### src/rtl/pwls_sched_pkg.sv
// Shared types for the PWLS channel scheduler: config field addresses, FSM states
// and the packed per-channel parameter record.
`ifndef CHANNEL_MODE_BITS
`define CHANNEL_MODE_BITS 2
`endif

package pwls_sched_pkg;

  localparam int BITS_DEF        = 12;
  localparam int OCT_BITS        = 3;
  localparam int DETUNE_EXP_BITS = 3;
  localparam int SLOPE_EXP_BITS  = 4;
  localparam int MANT_BITS       = BITS_DEF - 1;
  localparam int AMP_BITS        = BITS_DEF - 2;
  localparam int MODE_BITS       = `CHANNEL_MODE_BITS;

  localparam logic [1:0] ADDR_FREQ   = 2'd0;
  localparam logic [1:0] ADDR_DETUNE = 2'd1;
  localparam logic [1:0] ADDR_SLOPE  = 2'd2;
  localparam logic [1:0] ADDR_AMP    = 2'd3;

  typedef enum logic [1:0] {S_IDLE, S_RUN, S_DONE} state_e;

  typedef struct packed {
    logic [OCT_BITS-1:0]        octave;
    logic [MANT_BITS-1:0]       mantissa;
    logic [DETUNE_EXP_BITS-1:0] detune_exp;
    logic [MANT_BITS-1:0]       tri_offset;
    logic [SLOPE_EXP_BITS-1:0]  slope_exp;
    logic [MANT_BITS-1:0]       slope_offset;
    logic [MODE_BITS-1:0]       channel_mode;
    logic [AMP_BITS-1:0]        amp;
  } ch_params_t;

  localparam ch_params_t PARAMS_RST = '{
    octave: '0, mantissa: '0, detune_exp: '0, tri_offset: '0,
    slope_exp: '0, slope_offset: '0, channel_mode: '0, amp: '1
  };

endpackage

### src/rtl/pwls_sched_regfile.sv
// Per-channel parameter storage: one field-select write port, one async read port.
// Reads see the pre-write contents in the cycle a write lands (read-before-write).
module pwls_sched_regfile
  import pwls_sched_pkg::*;
#(
  parameter int NUM_CHANNELS = 4
) (
  input  logic                            clk,
  input  logic                            reset,
  input  logic                            we,
  input  logic [$clog2(NUM_CHANNELS)-1:0] wr_ch,
  input  logic [1:0]                      wr_addr,
  input  logic [15:0]                     wr_data,
  input  logic [$clog2(NUM_CHANNELS)-1:0] rd_ch,
  output ch_params_t                      rd_data
);

  ch_params_t mem_q [NUM_CHANNELS];
  logic       unused_hi;

  assign unused_hi = wr_data[15];
  assign rd_data   = mem_q[rd_ch];

  always_ff @(posedge clk) begin
    if (reset) begin
      for (int i = 0; i < NUM_CHANNELS; i++) mem_q[i] <= PARAMS_RST;
    end else if (we) begin
      case (wr_addr)
        ADDR_FREQ:   {mem_q[wr_ch].octave, mem_q[wr_ch].mantissa}
                       <= wr_data[OCT_BITS+MANT_BITS-1:0];
        ADDR_DETUNE: {mem_q[wr_ch].detune_exp, mem_q[wr_ch].tri_offset}
                       <= wr_data[DETUNE_EXP_BITS+MANT_BITS-1:0];
        ADDR_SLOPE:  {mem_q[wr_ch].slope_exp, mem_q[wr_ch].slope_offset}
                       <= wr_data[SLOPE_EXP_BITS+MANT_BITS-1:0];
        default:     {mem_q[wr_ch].channel_mode, mem_q[wr_ch].amp}
                       <= wr_data[MODE_BITS+AMP_BITS-1:0];
      endcase
    end
  end

endmodule

### src/rtl/pwls_channel_scheduler.sv
// Frame sequencer sharing one channel ALU across NUM_CHANNELS slots per sample_tick.
// Define PWLS_SCHED_CHANNEL_MASK_EN to add a per-channel enable mask (cfg_sel port).
module pwls_channel_scheduler
  import pwls_sched_pkg::*;
#(
  parameter int NUM_CHANNELS    = 4,
  parameter int BITS            = 12,
  parameter int OCT_BITS        = 3,
  parameter int DETUNE_EXP_BITS = 3,
  parameter int SLOPE_EXP_BITS  = 4,
  parameter int SLOT_CYCLES     = 8
) (
  input  logic                            clk,
  input  logic                            reset,
  input  logic                            sample_tick,
  input  logic                            cfg_we,
  input  logic [$clog2(NUM_CHANNELS)-1:0] cfg_channel,
  input  logic [1:0]                      cfg_addr,
  input  logic [15:0]                     cfg_data,
`ifdef PWLS_SCHED_CHANNEL_MASK_EN
  input  logic                            cfg_sel,
`endif
  output logic                            busy,
  output logic                            alu_start,
  output logic [$clog2(NUM_CHANNELS)-1:0] cur_channel,
  output logic [$clog2(SLOT_CYCLES)-1:0]  slot_phase,
  output logic [OCT_BITS-1:0]             octave,
  output logic [BITS-2:0]                 mantissa,
  output logic [DETUNE_EXP_BITS-1:0]      detune_exp,
  output logic [BITS-2:0]                 tri_offset,
  output logic [SLOPE_EXP_BITS-1:0]       slope_exp,
  output logic [BITS-2:0]                 slope_offset,
  output logic [BITS-3:0]                 amp,
  output logic [`CHANNEL_MODE_BITS-1:0]   channel_mode,
  output logic                            frame_done,
  output logic                            overrun
);

  localparam int CW = $clog2(NUM_CHANNELS);
  localparam int PW = $clog2(SLOT_CYCLES);
  localparam logic [PW-1:0] LAST_PHASE = PW'(SLOT_CYCLES - 1);

  state_e          state_q, state_d;
  logic [CW-1:0]   cur_ch_q, ch_d, rd_ch;
  logic [PW-1:0]   phase_q, phase_d;
  logic            start_q, start_d;
  logic            overrun_q, overrun_d;
  logic            load;
  ch_params_t      params_q, rd_data;

  logic [NUM_CHANNELS-1:0] en_mask;
  logic                    rf_we;

`ifdef PWLS_SCHED_CHANNEL_MASK_EN
  logic [NUM_CHANNELS-1:0] mask_q;
  logic                    mask_wr;

  // cfg_sel steers the ch0/addr3 slot to the mask instead of the amp field
  assign mask_wr = cfg_we & cfg_sel & (cfg_channel == '0) & (cfg_addr == ADDR_AMP);
  assign rf_we   = cfg_we & ~cfg_sel;
  assign en_mask = mask_q;

  always_ff @(posedge clk) begin
    if (reset)        mask_q <= '1;
    else if (mask_wr) mask_q <= cfg_data[NUM_CHANNELS-1:0];
  end
`else
  assign rf_we   = cfg_we;
  assign en_mask = '1;
`endif

  pwls_sched_regfile #(.NUM_CHANNELS(NUM_CHANNELS)) u_regfile (
    .clk     (clk),
    .reset   (reset),
    .we      (rf_we),
    .wr_ch   (cfg_channel),
    .wr_addr (cfg_addr),
    .wr_data (cfg_data),
    .rd_ch   (rd_ch),
    .rd_data (rd_data)
  );

  // Lowest enabled channel overall, and lowest enabled channel above the current one
  logic          first_found, nxt_found;
  logic [CW-1:0] first_ch, nxt_ch;

  always_comb begin
    first_found = 1'b0;
    first_ch    = '0;
    nxt_found   = 1'b0;
    nxt_ch      = '0;
    for (int i = NUM_CHANNELS - 1; i >= 0; i--) begin
      if (en_mask[i]) begin
        first_found = 1'b1;
        first_ch    = CW'(i);
        if (i > int'(cur_ch_q)) begin
          nxt_found = 1'b1;
          nxt_ch    = CW'(i);
        end
      end
    end
  end

  always_comb begin
    state_d   = state_q;
    ch_d      = cur_ch_q;
    phase_d   = phase_q;
    start_d   = 1'b0;
    overrun_d = overrun_q;
    load      = 1'b0;
    case (state_q)
      S_IDLE: begin
        if (sample_tick) begin
          if (first_found) begin
            state_d = S_RUN;
            ch_d    = first_ch;
            phase_d = '0;
            start_d = 1'b1;
            load    = 1'b1;
          end else begin
            state_d = S_DONE;
          end
        end
      end
      S_RUN: begin
        if (sample_tick) overrun_d = 1'b1;
        if (phase_q == LAST_PHASE) begin
          phase_d = '0;
          if (nxt_found) begin
            ch_d    = nxt_ch;
            start_d = 1'b1;
            load    = 1'b1;
          end else begin
            state_d = S_DONE;
          end
        end else begin
          phase_d = phase_q + PW'(1);
        end
      end
      S_DONE: begin
        if (sample_tick) overrun_d = 1'b1;
        state_d = S_IDLE;
      end
      default: state_d = S_IDLE;
    endcase
    rd_ch = ch_d;
  end

  always_ff @(posedge clk) begin
    if (reset) begin
      state_q   <= S_IDLE;
      cur_ch_q  <= '0;
      phase_q   <= '0;
      start_q   <= 1'b0;
      overrun_q <= 1'b0;
      params_q  <= PARAMS_RST;
    end else begin
      state_q   <= state_d;
      cur_ch_q  <= ch_d;
      phase_q   <= phase_d;
      start_q   <= start_d;
      overrun_q <= overrun_d;
      if (load) params_q <= rd_data;
    end
  end

  assign busy         = (state_q == S_RUN);
  assign frame_done   = (state_q == S_DONE);
  assign alu_start    = start_q;
  assign cur_channel  = cur_ch_q;
  assign slot_phase   = phase_q;
  assign overrun      = overrun_q;
  assign octave       = params_q.octave;
  assign mantissa     = params_q.mantissa;
  assign detune_exp   = params_q.detune_exp;
  assign tri_offset   = params_q.tri_offset;
  assign slope_exp    = params_q.slope_exp;
  assign slope_offset = params_q.slope_offset;
  assign amp          = params_q.amp;
  assign channel_mode = params_q.channel_mode;

endmodule

### config.mk
export PLATFORM = sky130hd
export DESIGN_NAME = pwls_channel_scheduler
export DESIGN_NICKNAME = d
export VERILOG_FILES = /design/src/rtl/pwls_sched_pkg.sv /design/src/rtl/pwls_sched_regfile.sv /design/src/rtl/pwls_channel_scheduler.sv
export SDC_FILE = /design/constraint.sdc
export NUM_CORES = 1
export LEC_CHECK = 0
export CORE_MARGIN = 2
export CORE_UTILIZATION = 43
export DETAILED_ROUTE_END_ITERATION = 10
export PLACE_DENSITY = 0.68
export SYNTH_ARGS = -nofsm -noshare
export SYNTH_HDL_FRONTEND = slang
export SYNTH_SLANG_ARGS = --single-unit
### constraint.sdc
create_clock -name clk -period 2.1 [get_ports clk]
set_clock_uncertainty 0.15 [all_clocks]
set_input_delay 0.21 -clock clk [delete_from_list [all_inputs] [get_ports clk]]
set_output_delay 0.21 -clock clk [all_outputs]
set_load 0.05 [all_outputs]
Word-level counts from Yosys, hierarchy flattened
Index checks and enable logic that the tools add are counted.
{ "word_totals": {"regBits": 284, "latch_bits": 0, "ram_bits": 0, "mem_bits_ro": 0, "in_bits": 24, "n_memories": 0} }
{ "classes": {"addsub": 1, "mul": 0, "div": 0, "order_cmp": 6, "eq_ne": 8, "shifts": 0, "muxes": 49, "bitwise": 2, "n_reduce_logical": 8} }
{ "ops": {"columns": ["op", "count"], "rows": [
  ["bitwise mux 220 bit", 8],
  ["demux 55 bit (select 2 bit)", 8],
  ["one-hot mux 220 bit (3 select lines)", 1],
  ["2-to-1 mux 55 bit", 3],
  ["binary-select mux 55 bit (select 2 bit)", 1],
  ["2-to-1 mux 52 bit", 1],
  ["2-to-1 mux 41 bit", 1],
  ["2-to-1 mux 38 bit", 1],
  ["2-to-1 mux 27 bit", 1],
  ["2-to-1 mux 23 bit", 1],
  ["2-to-1 mux 2 bit", 9],
  ["2-to-1 mux 12 bit", 1],
  ["2-to-1 mux 10 bit", 1],
  ["one-hot mux 2 bit (2 select lines)", 2],
  [">= comparator 3 bit (second input constant)", 2],
  ["2-to-1 mux 1 bit", 6],
  ["2-to-1 mux 3 bit", 2],
  ["inverter 2 -> 3 bit", 2],
  ["one-hot mux 3 bit (2 select lines)", 1],
  ["== test 2 x 1 -> 1 bit (second input constant)", 2],
  ["== test 2 bit (second input constant)", 2],
  ["greater-than comparator 2 bit (first input constant)", 2],
  ["zero test 2 bit", 2],
  ["!= test 2 bit (second input constant)", 2],
  ["11 further kinds", 12]
]} }

Logic depth before layout (Yosys ltp)
Gate-level depths: netlist (run 1).
{ "depth": {"word_depth": 11, "depth_mapped": 9, "depth_no_buf": 7} }

Hierarchy
Synthesis (run 1) repeated with hierarchy kept, for this count alone.
{ "unflattened": {"cells_unflattened": 1149, "hier_area_um2": 12205.5} }
{ "by_module_without_submodules": {"columns": ["mod", "n_inst", "cells_each", "area_each_um2", "seq_area_each_um2"], "rows": [
  ["pwls_sched_regfile", 1, 853, 9522.9, 4404.2],
  ["pwls_channel_scheduler", 1, 296, 2682.6, 1281.2]
]} }

Worst setup path before layout (run 1)
No wires, ideal clock.
{ "synth_timing": {"path_kind": "register to register", "startpoint": "reg phase_q[0], in the netlist slot_phase[0]", "endpoint": "reg params_q, in the netlist slope_offset[3]", "setup_ns": 0.128, "arrival_ns": 2.259, "required_time_ns": 1.822, "path_slack_ns": -0.436, "path_stages_with_launch": 9, "period_less_slack_ns": 2.536, "cell_sequence": "dfxtp_1 -> ha_1 -> ha_1 -> a21o_1 -> a21oi_2 -> buf_2 -> mux2_2 -> a22oi_1 -> o21ai_1"} }
{ "synth_between": {"elab_chain_len": 7} }
{ "synth_rtl": {"columns": ["item", "line_no", "rtl"], "rows": [
  ["from (decl)", "pwls_channel_scheduler.sv:45", "logic [PW-1:0] phase_q, phase_d;"],
  ["from (signal assigned)", "pwls_channel_scheduler.sv:160", "phase_q <= phase_d;"],
  ["== test 3 bit *", "pwls_channel_scheduler.sv:127", "if (phase_q == LAST_PHASE) begin"],
  ["2-to-1 mux 2 bit", "pwls_channel_scheduler.sv:127", null],
  ["one-hot mux 2 bit (2 select lines)", "pwls_channel_scheduler.sv:111", "case (state_q)"],
  ["inverter 2 -> 3 bit (not written as such)", "pwls_sched_regfile.sv:22", "assign rd_data = mem_q[rd_ch];"],
  ["binary-select mux 55 bit (select 2 bit)", "pwls_sched_regfile.sv:22", null],
  ["2-to-1 mux 55 bit (not written as such) (2 in a row)", "pwls_sched_regfile.sv:22", null],
  ["to (signal assigned)", "pwls_channel_scheduler.sv:163", "if (load) params_q <= rd_data;"],
  ["to (decl)", "pwls_channel_scheduler.sv:49", "ch_params_t params_q, rd_data;"]
]} }
Every way passes the cells marked *; elsewhere a longest branch is shown, timed or not. The select of a mux whose other input is x is not followed.
A chain may end at the register's enable or synchronous reset.

Final worst setup path (run 1)
{ "layout_timing": {"startpoint": "reg phase_q[1], in the netlist slot_phase[1]", "endpoint": "reg params_q, in the netlist mantissa[7]"} }
The elaborated chain is that of the path after synthesis.

==> impl_metrics.sql, run 1 <==
INSERT INTO impl_metrics (metric_group, metric, value, unit) VALUES
('run_status', 'outcome', 'finished, violations left', ''),
('run_status', 'failed_checks', 'negative setup slack', ''),
('sta', 'timing.final.hold_violations', '0', ''),
('finish', 'finalNetCount', '1422', ''),
('finish', 'post_layout_nonfiller_instances', '1757', ''),
('detailed_routing', 'initialDrtViolationCount', '869', ''),
('detailed_routing', 'avg_vias_per_cell', '5.41', ''),
('yosys', 'synthFlopType', 'dfxtp_1', ''),
('yosys', 'synthesis.area_per_instance', '8.98', 'µm²'),
('clock_network', 'cts_root_buf', 'clkbuf_16', ''),
('finish', 'area_growth_syn_to_layout', '25.7', '%'),
('floorplanning', 'design.die.area', '0.0284', 'mm²'),
('yosys', 'synth.lib_cells_used.distinct', '44', ''),
('global_routing', 'globalRouteTotalUtil', '0.219', ''),
('global_routing', 'grt_pass1_wl', '50100', 'µm'),
('floorplanning', 'die_x', '169', 'µm'),
('placement', 'io_buffer_count', '86', ''),
('sta', 'slew_headroom', '0.484', ''),
('detailed_routing', 'drt_pre_antenna_iters', '6', ''),
('setup_path', 'startpoint_type', 'flop', ''),
('detailed_routing', 'wl_per_cell', '18.0', 'µm'),
('setup_path', 'critical_path_class', 'flop to flop', ''),
('sta', 'timing.final.setup_violations', '1', ''),
('placement', 'dpl.hpwl', '19500', 'µm'),
('sta', 'unrepaired_setup_endpoints_after_global_routing', 'true', ''),
('placement', 'dpl_cell_area', '0.0134', 'mm²'),
('finish', 'finish.utilization', '0.546', ''),
('floorplanning', 'top_level_ports', '88', ''),
('sta', 'max_slew.worst_pin.slew', '773', 'ps'),
('worst_hold_path', 'holdCritPathClass', 'primary input to flop', ''),
('detailed_routing', 'num_vias', '9504', ''),
('yosys', 'synth_cells', '1296', ''),
('setup_path', 'worstSetupEndpointType', 'flop', ''),
('clock_network', 'clk-insertion-delay-late', '550', 'ps'),
('floorplanning', 'initial_core_util', '0.434', ''),
('clock_network', 'cts_htree_levels', '1', ''),
('setup_path', 'required', '2380', 'ps'),
('sta', 'period_needed', '2100', 'ps'),
('setup_path', 'cp_max_fo', '24', ''),
('floorplanning', 'die_h', '169', 'µm'),
('yosys', 'synth.ff_latch_count', '284', ''),
('setup_path', 'critPathArrivalTime', '2390', 'ps'),
('sta', 'whs', '194', 'ps'),
('global_routing', 'globalRouteOverflowTotal', '0', ''),
('placement', 'placed_cells_incl_taps', '1701', ''),
('finish', 'design_area', '0.0146', 'mm²'),
('sta', 'final-max-slew-violation-count', '0', ''),
('clock_network', 'cts_sinks', '284', ''),
('clock_network', 'num_cts_buffers', '30', ''),
('clock_network', 'post-cts-setup-buffers', '0', ''),
('yosys', 'ys_seq_area_frac', '0.488', ''),
('finish', 'num-fill-cells', '2349', ''),
('floorplanning', 'core', '0.0268', 'mm²'),
('sta', 'fin_setup_tns', '-4.84', 'ps'),
('yosys', 'synth_fp_nets', '1325', ''),
('sta', 'final_ws_setup', '-4.84', 'ps'),
('placement', 'gp_routability_congestion', '0.798', ''),
('clock_network', 'cts.reportedPaths.clkPinSlew', '60', 'ps'),
('global_routing', 'first_global_vias', '9152', ''),
('power', 'design_power', '11.8', 'mW'),
('finish', 'n_antenna_cell', '0', ''),
('floorplanning', 'std_cell_rows', '60', ''),
('placement', 'placement.setup.worst_slack', '-171', 'ps'),
('yosys', 'synth-async-reset-ratio', '0', ''),
('detailed_routing', 'detail_route.drc_violations', '0', ''),
('sta', 'max_freq', '0.475', 'GHz'),
('sta', 'final_min_period_over_clock_period', '1.00', ''),
('yosys', 'post_synth_instance_area', '0.0116', 'mm²'),
('yosys', 'synthesis.yosys.warnings', '0', ''),
('clock_network', 'cts_tree', 'built', ''),
('detailed_routing', 'detail-route-antenna-nets', '0', ''),
('clock_network', 'max-clock-path-buffers', '3', ''),
('detailed_routing', 'drt-total-wl', '31700', 'µm'),
('power', 'max-vdd-ir-drop', '0.549', 'mV'),
('finish', 'drive_gt1_frac', '0.179', ''),
('flow_run', 'max_cap_viol_count', '0', ''),
('power', 'leakagePower', '5.39', 'nW'),
('global_routing', 'grt_antenna_before_repair', '0', ''),
('global_routing', 'maximum_number_of_pins_on_one_net_before_global_route_repair', '156', ''),
('yosys', 'synth_enable_flop_cells', '0', ''),
('power', 'power_per_cell_area', '809', 'mW/mm²');
[cell families after synthesis]
family / synth area share
adder cells (fa/ha/maj): 0.00537
AO/OA/AOI/OAI: 0.169
flip-flops: 0.488
buffers and inverters: 0.0528
AND/OR/NAND/NOR: 0.162
multiplexers: 0.123
[worst paths after layout]
kind | to | startpoint | cells past startpoint | slack [ps]
worst min-delay path | flop | cfg_data[14] | 3 | 190
worst min register to register | flop | flop | 2 | 300
worst max register to register | mantissa[7] | slot_phase[1] | 8 | -5
worst max-delay path | mantissa[7] | slot_phase[1] | 8 | -5
[power breakdown]
group | leakage [nW] | internal [mW] | total, mW | switching [mW]
Combinational | 2.58 | 0.348 | 0.940 | 0.593
Clock | 0.511 | 3.19 | 5.38 | 2.20
Sequential | 2.30 | 5.47 | 5.52 | 0.0444
Total | 5.39 | 9.01 | 11.8 | 2.83
[repair_timing]
action,4_1_cts,5_1_grt
resized for setup,40,56
pin swaps,2,0
setup endpoints to repair,59,71
hold endpoints to repair,4,0
gates cloned,0,0
hold buffers,1,0
[cells in the final DEF, fill, tap and decap left out, types with 33 or more instances in the layout]
cell and instances:
buf_4 67, clkdlybuf4s50_1 34, dfxtp_1 278, nor2_1 59, dlygate4sd2_1 33, mux2_2 36
o21ai_1 45, mux2i_1 87, nor2b_1 43, a211o_1 40, a21oi_1 146, nand2_1 317
[layer usage]
layer	share of wire	up-vias	GRT usage	wire length, µm
met5	0	-	0	0
met4	0.029	0	0.0738	927
met3	0.050	51	0.0281	1600
met2	0.46	245	0.363	14700
met1	0.46	4588	0.296	14500
li1	-	4620	-	-
[critical path, cell delays in order (launching register included)]
cell	delay, ps
dfxtp_4	350
ha_4	160
ha_4	170
a21o_1	200
a21o_4	250
buf_12	170
mux2_2	300
a22oi_1	150
o21ai_1	80
[layout make-up]
type | count | area (µm²) | area share
timing repair buffer | 179 | 1870 | 0.128
clock buffer | 41 | 883 | 0.0603
tap | 341 | 427 | 0.0291
sequential | 284 | 5700 | 0.389
clock inverter | 14 | 141 | 0.00966
multi-input combinational | 896 | 5610 | 0.383
inverter | 2 | 7.51 | 0.000513
[Yosys cell counts, types with 2 or more instances]
| cell | instances | area [µm²] |
|---|---|---|
| nor2_1 | 59 | 221 |
| ha_1 | 5 | 62.6 |
| o21ai_1 | 31 | 155 |
| a211o_1 | 40 | 350 |
| dfxtp_1 | 284 | 5690 |
| a22oi_1 | 46 | 345 |
| buf_6 | 10 | 113 |
| o21ai_0 | 14 | 70.1 |
| inv_1 | 2 | 7.51 |
| nand2b_1 | 4 | 25.0 |
| nand3b_1 | 2 | 15.0 |
| a31oi_1 | 5 | 31.3 |
| mux2_2 | 45 | 507 |
| nor2b_1 | 44 | 275 |
| and3b_1 | 3 | 26.3 |
| clkbuf_1 | 66 | 248 |
| buf_4 | 9 | 67.6 |
| nor3_1 | 5 | 25.0 |
| mux2i_1 | 91 | 911 |
| and2_2 | 2 | 15.0 |
| clkbuf_8 | 4 | 55.1 |
| nand3_1 | 2 | 10.0 |
| nand2_1 | 317 | 1190 |
| buf_2 | 23 | 115 |
| and3_1 | 2 | 12.5 |
| a21oi_1 | 146 | 731 |
| o2bb2ai_1 | 5 | 43.8 |
| a31oi_2 | 5 | 62.6 |
| a21o_1 | 2 | 15.0 |
| o2bb2ai_2 | 5 | 75.1 |
| a32oi_1 | 5 | 43.8 |
(Power assumes the default switching activity.)
==> inputs of run 2 (changes only) <==
--- a/config.mk
+++ b/config.mk
@@ -5,6 +5,7 @@
 export SDC_FILE = /design/constraint.sdc
 export NUM_CORES = 1
 export LEC_CHECK = 0
+export CAP_MARGIN = 20
 export CORE_MARGIN = 2
 export CORE_UTILIZATION = 43
 export DETAILED_ROUTE_END_ITERATION = 10
==> results of run 2 <==
Same layout as run 1: the final DEF is identical, and so are final timing and power.
